<file path="config.mk">
export PLATFORM = sky130hd
export DESIGN_NAME = kmeans_sequencer
export DESIGN_NICKNAME = d
export VERILOG_FILES = /design/src/rtl/kmeans_sequencer.sv
export SDC_FILE = /design/constraint.sdc
export NUM_CORES = 1
export LEC_CHECK = 0
export BUFFER_PORTS_ARGS = -buffer_cell sky130_fd_sc_hd__buf_2
export CORE_ASPECT_RATIO = 1.5
export CORE_MARGIN = 4
export CORE_UTILIZATION = 55
export CTS_CLUSTER_DIAMETER = 150
export DETAILED_ROUTE_END_ITERATION = 16
export GPL_ROUTABILITY_DRIVEN = 0
export PLACE_DENSITY = 0.78
export SYNTH_ARGS = -nofsm -noshare
export SYNTH_HDL_FRONTEND = slang
export SYNTH_SLANG_ARGS = --single-unit
</file>
<file path="constraint.sdc">
create_clock -name clk -period 2.6 [get_ports clk]
set_input_delay 0.13 -clock clk [delete_from_list [all_inputs] [get_ports clk]]
set_output_delay 0.13 -clock clk [all_outputs]
set_load 0.01 [all_outputs]
</file>
<file path="src/rtl/kmeans_sequencer.sv">
// Iteration controller for the k-means datapath: streams points into the accumulator,
// commits and loads centroids, and repeats until convergence or the iteration limit.
module kmeans_sequencer #(
   parameter int n      = 8,
   parameter int d      = 2,
   parameter int ADDR_W = 10
) (
   input  logic              clk,
   input  logic              rst,
   input  logic              start,
   input  logic              abort,
   input  logic [ADDR_W:0]   num_points,
   input  logic [7:0]        max_iter,
   input  logic              converged,
   output logic [ADDR_W-1:0] pt_addr,
   output logic              pt_rd_en,
   output logic              acc_clr,
   output logic              acc,
   output logic              swap,
   output logic              load_centroids,
   output logic              busy,
   output logic              done,
   output logic              err,
   output logic              conv_flag,
   output logic [7:0]        iter_count
);

   if (ADDR_W < 1 || n < 0 || d < 1) begin : g_bad_params
      $error("kmeans_sequencer: illegal parameter set");
   end

   localparam logic [2:0] S_IDLE  = 3'd0;
   localparam logic [2:0] S_CLEAR = 3'd1;
   localparam logic [2:0] S_FETCH = 3'd2;
   localparam logic [2:0] S_DRAIN = 3'd3;
   localparam logic [2:0] S_SWAP  = 3'd4;
   localparam logic [2:0] S_LOAD  = 3'd5;
   localparam logic [2:0] S_CHECK = 3'd6;
   localparam logic [2:0] S_DONE  = 3'd7;

   localparam logic [ADDR_W:0] ADDR_INC = {{ADDR_W{1'b0}}, 1'b1};

   logic [2:0]      state_q, state_d;
   logic [ADDR_W:0] addr_q, addr_d;
   logic [ADDR_W:0] n_q, n_d;
   logic [7:0]      m_q, m_d;
   logic [7:0]      iter_q, iter_d;
   logic            conv_q, conv_d;
   logic            err_q, err_d;
   logic            acc_q, acc_d;

   always_comb begin
      // NOTE: every next-state signal takes its hold value first so no path can infer a latch.
      state_d = state_q;
      addr_d  = addr_q;
      n_d     = n_q;
      m_d     = m_q;
      iter_d  = iter_q;
      conv_d  = conv_q;
      err_d   = err_q;

      case (state_q)
         S_IDLE: begin
            if (start) begin
               n_d    = num_points;
               m_d    = max_iter;
               iter_d = 8'd0;
               conv_d = 1'b0;
               if (num_points == '0 || max_iter == 8'd0) begin
                  err_d   = 1'b1;
                  state_d = S_DONE;
               end else begin
                  err_d   = 1'b0;
                  state_d = S_CLEAR;
               end
            end
         end
         S_CLEAR: begin
            addr_d  = '0;
            state_d = S_FETCH;
         end
         S_FETCH: begin
            // The counter is one bit wider than pt_addr, so N == 2**ADDR_W terminates cleanly.
            if (addr_q + ADDR_INC == n_q) begin
               state_d = S_DRAIN;
            end else begin
               addr_d = addr_q + ADDR_INC;
            end
         end
         S_DRAIN: state_d = S_SWAP;
         S_SWAP:  state_d = S_LOAD;
         S_LOAD:  state_d = S_CHECK;
         S_CHECK: begin
            iter_d = iter_q + 8'd1;
            if (converged) begin
               conv_d  = 1'b1;
               state_d = S_DONE;
            end else if (iter_q + 8'd1 == m_q) begin
               state_d = S_DONE;
            end else begin
               state_d = S_CLEAR;
            end
         end
         S_DONE: begin
            err_d   = 1'b0;
            state_d = S_IDLE;
         end
         default: state_d = S_IDLE;
      endcase

      // Abort overrides every transition and freezes the reported status.
      if (abort && state_q != S_IDLE) begin
         state_d = S_IDLE;
         iter_d  = iter_q;
         conv_d  = conv_q;
         err_d   = 1'b0;
      end

      acc_d = (state_q == S_FETCH) && !abort;
   end

   always_ff @(posedge clk) begin
      // NOTE: non-blocking assignments so every register samples pre-edge values.
      if (!rst) begin
         state_q <= S_IDLE;
         addr_q  <= '0;
         n_q     <= '0;
         m_q     <= '0;
         iter_q  <= '0;
         conv_q  <= 1'b0;
         err_q   <= 1'b0;
         acc_q   <= 1'b0;
      end else begin
         state_q <= state_d;
         addr_q  <= addr_d;
         n_q     <= n_d;
         m_q     <= m_d;
         iter_q  <= iter_d;
         conv_q  <= conv_d;
         err_q   <= err_d;
         acc_q   <= acc_d;
      end
   end

   assign pt_rd_en       = (state_q == S_FETCH);
   assign pt_addr        = pt_rd_en ? addr_q[ADDR_W-1:0] : '0;
   assign acc_clr        = (state_q == S_CLEAR);
   assign acc            = acc_q;
   assign swap           = (state_q == S_SWAP);
   assign load_centroids = (state_q == S_LOAD);
   assign busy           = (state_q != S_IDLE);
   assign done           = (state_q == S_DONE);
   assign err            = (state_q == S_DONE) && err_q;
   assign conv_flag      = conv_q;
   assign iter_count     = iter_q;

endmodule

</file>
== Word level (Yosys, flattened, before mapping) ==
Index checks and enable logic that the tools add are counted.
W data, S select, Z words.

* Bits in registers: 44
* Latch bits: 0
* Bits in writable memories: 0
* Memory bits (read-only): 0
* Bits of input ports: 24
* Output and inout bits: 27
* Logic and storage cells: 61
* Memories: 0

* Add/subtract/negate cells: 2
* Multiply operators: 0
* Divide/modulo/power cells: 0
* Order comparisons: 0
* Eq/ne operators: 13
* Shift-type cells: 0
* Muxes and demuxes: 17
* Bitwise logic cells: 2
* Reductions and logical operators: 19

{| class="wikitable"
|+ Operators by type and width
! cell !! number
|-
| $pmux W3 S8 || 1
|-
| $pmux W11 S2 || 1
|-
| $pmux W8 S2 || 1
|-
| $mux W3 || 5
|-
| $eq A3 B3 Y1 const B || 4
|-
| $add A11 B1 Y11 const B || 1
|-
| $eq A11 B11 Y1 || 1
|-
| $logic_not A11 Y1 || 1
|-
| $mux W11 || 1
|-
| $mux W10 || 1
|-
| $add A8 B1 Y8 const B || 1
|-
| $eq A8 B8 Y1 || 1
|-
| $logic_not A8 Y1 || 1
|-
| $mux W8 || 1
|-
| $reduce_and A2 Y1 || 4
|-
| $eq A3 B2 Y1 const B || 2
|-
| $ne A2 B2 Y1 const B || 3
|-
| $reduce_bool A2 Y1 || 3
|-
| $mux W1 || 4
|-
| $pmux W1 S2 || 2
|-
| $reduce_and A4 Y1 || 1
|-
| $eq A3 B1 Y1 const B || 1
|-
| $logic_and A1 B1 Y1 || 3
|-
| $logic_not A3 Y1 || 1
|-
| 7 further kinds || 8
|}

== Logic depth before layout (Yosys ltp) ==
* Depth in word-level cells: 5
* Gate-level depth with buffers: 11
* Gate-level depth less buffers: 8

== Least setup slack after synthesis ==
No wires, ideal clock.

* Path kind: register to register
* Start point: register addr_q[1]
* End point: register addr_q[2]
* Library setup time: 73 ps
* Data arrival time: 1990 ps
* Required time: 2527 ps
* Slack: 537 ps
* Stages on the path, launching flop included: 11
* Buffers on the path: 2
* Clock period less this slack: 2063 ps
* Path through: dfxtp_1 > ha_1 > and3_1 > nand4_1 > xnor2_1 > a311oi_1 > a31o_1 > buf_6 > buf_8 > nand4_1 > o211ai_2

* Word-level cells in the longest chain between the ends: 4
* Elaborated cells on any way between the ends: 6
* Those cells by class: add/sub: 1; eq/ne: 2; mux: 2; reduce/logical: 1

{| class="wikitable"
|+ Ends and longest elaborated chain
! item !! RTL line !! RTL
|-
| from (decl) || 44 || <nowiki>logic [ADDR_W:0] addr_q, addr_d;</nowiki>
|-
| from (signal assigned) || 135 || <nowiki>addr_q <= addr_d;</nowiki>
|-
| $add A11 B1 Y11 (*) || 84, 87 ||
|-
| $eq A11 B11 Y1 || 84 || <nowiki>if (addr_q + ADDR_INC == n_q) begin</nowiki>
|-
| $ne A2 B2 Y1 (no source line) || -- ||
|-
| $reduce_and A2 Y1 (no source line) || -- ||
|}

Every way passes the cells marked *; elsewhere a longest branch is shown, timed or not. The select of a mux whose other input is x is not followed.
A chain may end at the register's enable or synchronous reset.

== Final worst setup path ==
* Start point: register addr_q[3]
* End point: register addr_q[0]

* Word-level cells in the longest chain between the ends: 4

{| class="wikitable"
|+ Ends and longest elaborated chain
! item !! RTL line
|-
| $add A11 B1 Y11 || 84
|-
| $eq A11 B11 Y1 || 84
|-
| $ne A2 B2 Y1 (no source line) || --
|-
| $reduce_and A2 Y1 (no source line) || --
|}

Every way passes these cells.

==> flow_summary.rst <==
.. list-table::
   :header-rows: 1

   * - Metric
     - Value
   * - Crit Path Max Fanout
     - 15
   * - H-tree lvl count
     - 2
   * - First-pass GRT wire length
     - around 11000 um
   * - Y dimension of the die
     - 93.5 um
   * - # DRC
     - 0
   * - Final critical path time including I/O delays and setup
     - 2.30 ns
   * - Syn Area/Cell
     - 7.91 um2
   * - CTS tree
     - yes
   * - # setup viols final
     - 0
   * - Type of the worst setup path
     - reg2reg
   * - Clock Latency Late Sink
     - roughly 0.29 ns
   * - Flops & latches, synth
     - 44
   * - Share of cells above drive strength 1
     - 19.3%
   * - Antenna Nets Post-Route
     - 0
   * - Number of fill cells in the layout
     - about 450
   * - Vias in the first global route
     - 2376
   * - Clk network pwr share
     - 22.1%
   * - Crit share post-route
     - 88.6%
   * - Power density over the cells
     - 753 nW/um2
   * - Initial core utilization
     - 58.0%
   * - Drt wl/cell
     - roughly 14 um
   * - Number of CTS-inserted buffers
     - 5
   * - Combined global-route utilization of all metal layers
     - 22.4%
   * - Mean number of vias per cell
     - 5.67
   * - Synthesized netlist net count
     - 365
   * - Yosys top cell area share
     - 32.9%
   * - Placeable core region
     - 4620 um2
   * - Critical path data arrival time
     - 2.49 ns
   * - Placed wire-length estimate
     - 4770 um
   * - Number of instances in the placed design
     - 434
   * - Top_reg_cell synth
     - sky130_fd_sc_hd__dfxtp_1
   * - Worst ir drop on vdd
     - 517 uV
   * - Clock transition at the registers of the reported paths
     - 0.07 ns
   * - Share of the yosys chip area belonging to registers
     - 32.9%
   * - CTS max path bufs
     - 2
   * - Count of pins on the block boundary
     - 51
   * - Worst path required time
     - 2.79 ns
   * - Row Count
     - 30
   * - Kind of path behind the tightest hold check
     - in2reg
   * - Total Nets Final
     - roughly 400
   * - Count of maximum capacitance violations
     - 0
   * - Count of flip-flops with a built-in enable after synthesis
     - 0
   * - Layout-stage area growth over the synthesis result
     - 13.4%
   * - Largest net degree at the start of global routing
     - 39
   * - Reg area
     - 881 um2
   * - Mapped cell area
     - 2680 um2
   * - Post-route non-filler standard cell count
     - between 400 and 500
   * - Hold Violations, Final
     - 0
   * - Ys Warns
     - 0
   * - Post_cts resized
     - 0
   * - Distinct cell type count after synthesis
     - 56
   * - Width of the die
     - 65.0 um
   * - Final setup margin
     - 0.295 ns
   * - Run status
     - finished clean
   * - Reported net switching power
     - 0.865 mW
   * - Die Outline Area
     - slightly above 6000 um2
   * - Launching element type of the critical path
     - register
   * - Initial antenna violation count
     - 0
   * - Leading cell types by total area after synthesis
     - sky130_fd_sc_hd__dfxtp_1 33%, sky130_fd_sc_hd__nand2_1 8.5%, sky130_fd_sc_hd__a21boi_0 6.4%
   * - Setup slack after placement
     - around 0.32 ns
   * - Part of the power in combinational logic
     - 38.9%
   * - Max Clock Skew
     - 0.00881 ns
   * - Clock root buffer master
     - sky130_fd_sc_hd__clkbuf_8
   * - Number of slew-limit violations in the final report
     - 0
   * - Final sum of negative setup slack
     - 0 ns
   * - Number of I/O port buffers
     - 50
   * - Internal Pwr Total
     - 1.42 mW
   * - Number of buffers inserted to repair setup after CTS
     - 0
   * - N_diodes
     - 0
   * - Number of vias in the routed layout
     - about 2500
   * - Count of hold buffers inserted by post-cts repair
     - 0
   * - Post-Route Hold Slack
     - 0.0698 ns
   * - Multi-input combinational cell area
     - 1630 um2
   * - Sw frac
     - 37.8%
   * - WL final
     - 6330 um
   * - Worst relative slew slack
     - 52.4%
   * - Iteration-0 DRC count of the detailed router
     - 149
   * - Async set or reset register ratio after synthesis
     - 0%
   * - Sinks on Clock Net
     - 44
   * - Overflow after GRT
     - 0
   * - LEAKAGE
     - approximately 1.3 nW
   * - Fmax
     - 434 MHz
   * - RSZ-0062 raised after global routing
     - false
   * - Tightest Pin Transition
     - 0.712 ns
   * - Number of instances in the synthesized netlist
     - 339
   * - DRT Pass-1 Iters
     - 4
   * - Type of destination of the critical path
     - register
   * - Seq pwr share
     - a little under 40%
   * - Top cell type by total area after synthesis
     - sky130_fd_sc_hd__dfxtp_1
[state kept, by name, indices dropped and copies added (netlist names)]
register	count
err_q	1
acc	1
conv_flag	1
n_q	11
addr_q	11
state_q	3
m_q	8
iter_count	8
[synth_stat cells (all sizes together) (3+ instances only)]
library cell  count
and2             16
nand2            61
o21ai             9
xor2              8
nor2             14
o211ai            3
a21oi             7
a22oi             4
nor2b             6
nor3b             6
clkbuf           15
xnor2            14
nand3             9
inv               7
nand2b            6
nand3b            6
buf              11
and3              8
or3               3
nand4             6
nor3              5
nor4              6
dfxtp            44
a21boi           23
a211oi            5
a31oi             4
o22ai             6
[per-stage QoR]
step           util [%]  power [mW]  area, um2
6_report           65.8        2.29       3040
2_1_floorplan         -        1.58       2680
3_3_place_gp       63.5        1.78       2930
4_1_cts            65.8        2.31       3040
5_1_grt            65.8        2.46       3040
3_5_place_dp       63.5        1.80       2930
[cell families (layout without fill, tap and decap cells)]
kind of cell / after synthesis / after routing / synth area share, %
adders and majority gates: 3 / 3 / 1.35
buffers and inverters: 33 / 72 / 6.35
DFF: 44 / 44 / 32.9
and+or+nand+nor: 159 / 159 / 31.3
AOI/OAI and AO/OA: 78 / 78 / 21.0
xor gates and xnor gates: 22 / 22 / 7.19
[layout by cell type, fill, tap and decap left out, types with 3 or more instances in the layout]
| cell | instances |
|---|---|
| sky130_fd_sc_hd__and3_1 | 8 |
| sky130_fd_sc_hd__a22oi_1 | 4 |
| sky130_fd_sc_hd__a211oi_1 | 5 |
| sky130_fd_sc_hd__nand4_1 | 5 |
| sky130_fd_sc_hd__nor3_1 | 5 |
| sky130_fd_sc_hd__o22ai_1 | 6 |
| sky130_fd_sc_hd__a21boi_0 | 23 |
| sky130_fd_sc_hd__nand2_1 | 61 |
| sky130_fd_sc_hd__nor3b_1 | 5 |
| sky130_fd_sc_hd__a31oi_1 | 4 |
| sky130_fd_sc_hd__inv_1 | 7 |
| sky130_fd_sc_hd__nor2_1 | 14 |
| sky130_fd_sc_hd__or3_1 | 3 |
| sky130_fd_sc_hd__xor2_1 | 8 |
| sky130_fd_sc_hd__nand3_1 | 9 |
| sky130_fd_sc_hd__and2_1 | 15 |
| sky130_fd_sc_hd__clkbuf_8 | 5 |
| sky130_fd_sc_hd__buf_4 | 6 |
| sky130_fd_sc_hd__nor2b_1 | 6 |
| sky130_fd_sc_hd__nor4_1 | 6 |
| sky130_fd_sc_hd__xnor2_1 | 14 |
| sky130_fd_sc_hd__a21oi_1 | 7 |
| sky130_fd_sc_hd__dfxtp_1 | 44 |
| sky130_fd_sc_hd__buf_2 | 50 |
| sky130_fd_sc_hd__nand2b_1 | 6 |
| sky130_fd_sc_hd__nand3b_1 | 6 |
| sky130_fd_sc_hd__o21ai_0 | 7 |
[path summary, 6_finish.rpt]
check / start / to / slack (ns) / depth (start not counted)
max: addr_q[3] / addr_q[0] / 0.30 / 8
min: abort / acc / 0.07 / 2
max reg2reg: addr_q[3] / addr_q[0] / 0.30 / 8
min reg2reg: n_q[1] / n_q[1] / 0.48 / 2
[layout make-up]
type                    instances  area share (%)
multi-input cells             262            53.6
flip-flops and latches         44            29.0
repair buffers                 57            10.4
well taps                      64            2.63
clock buffers                   6            2.39
clock inverters                 2            1.15
inverters                       7           0.865
[metal layers]
metal  wire length [um]  vias to the layer above  track usage [%]
met3                302                       10             3.37
met1               2420                     1159             24.3
met4                109                        0             9.35
met2               3500                       64             42.2
met5                  0                        -                0
li1                   -                     1274                -
[worst max-delay path: stages (launching register included)]
cell and delay, ns:
sky130_fd_sc_hd__dfxtp_1 0.49, sky130_fd_sc_hd__and3_1 0.31, sky130_fd_sc_hd__nand3_1 0.19, sky130_fd_sc_hd__nor2_1 0.24, sky130_fd_sc_hd__a311oi_1 0.14, sky130_fd_sc_hd__a31o_1 0.32
sky130_fd_sc_hd__buf_12 0.18, sky130_fd_sc_hd__and3_1 0.17, sky130_fd_sc_hd__o21a_1 0.17
[power groups by stage]
stage	Sequential (mW)	Clock, mW	Combinational, mW
2_1_floorplan	0.845	0	0.739
3_3_place_gp	0.904	0	0.873
3_5_place_dp	0.907	0	0.895
4_1_cts	0.893	0.516	0.899
5_1_grt	0.907	0.547	1.01
6_report	0.893	0.506	0.890
Power figures use the tool's default switching activity.
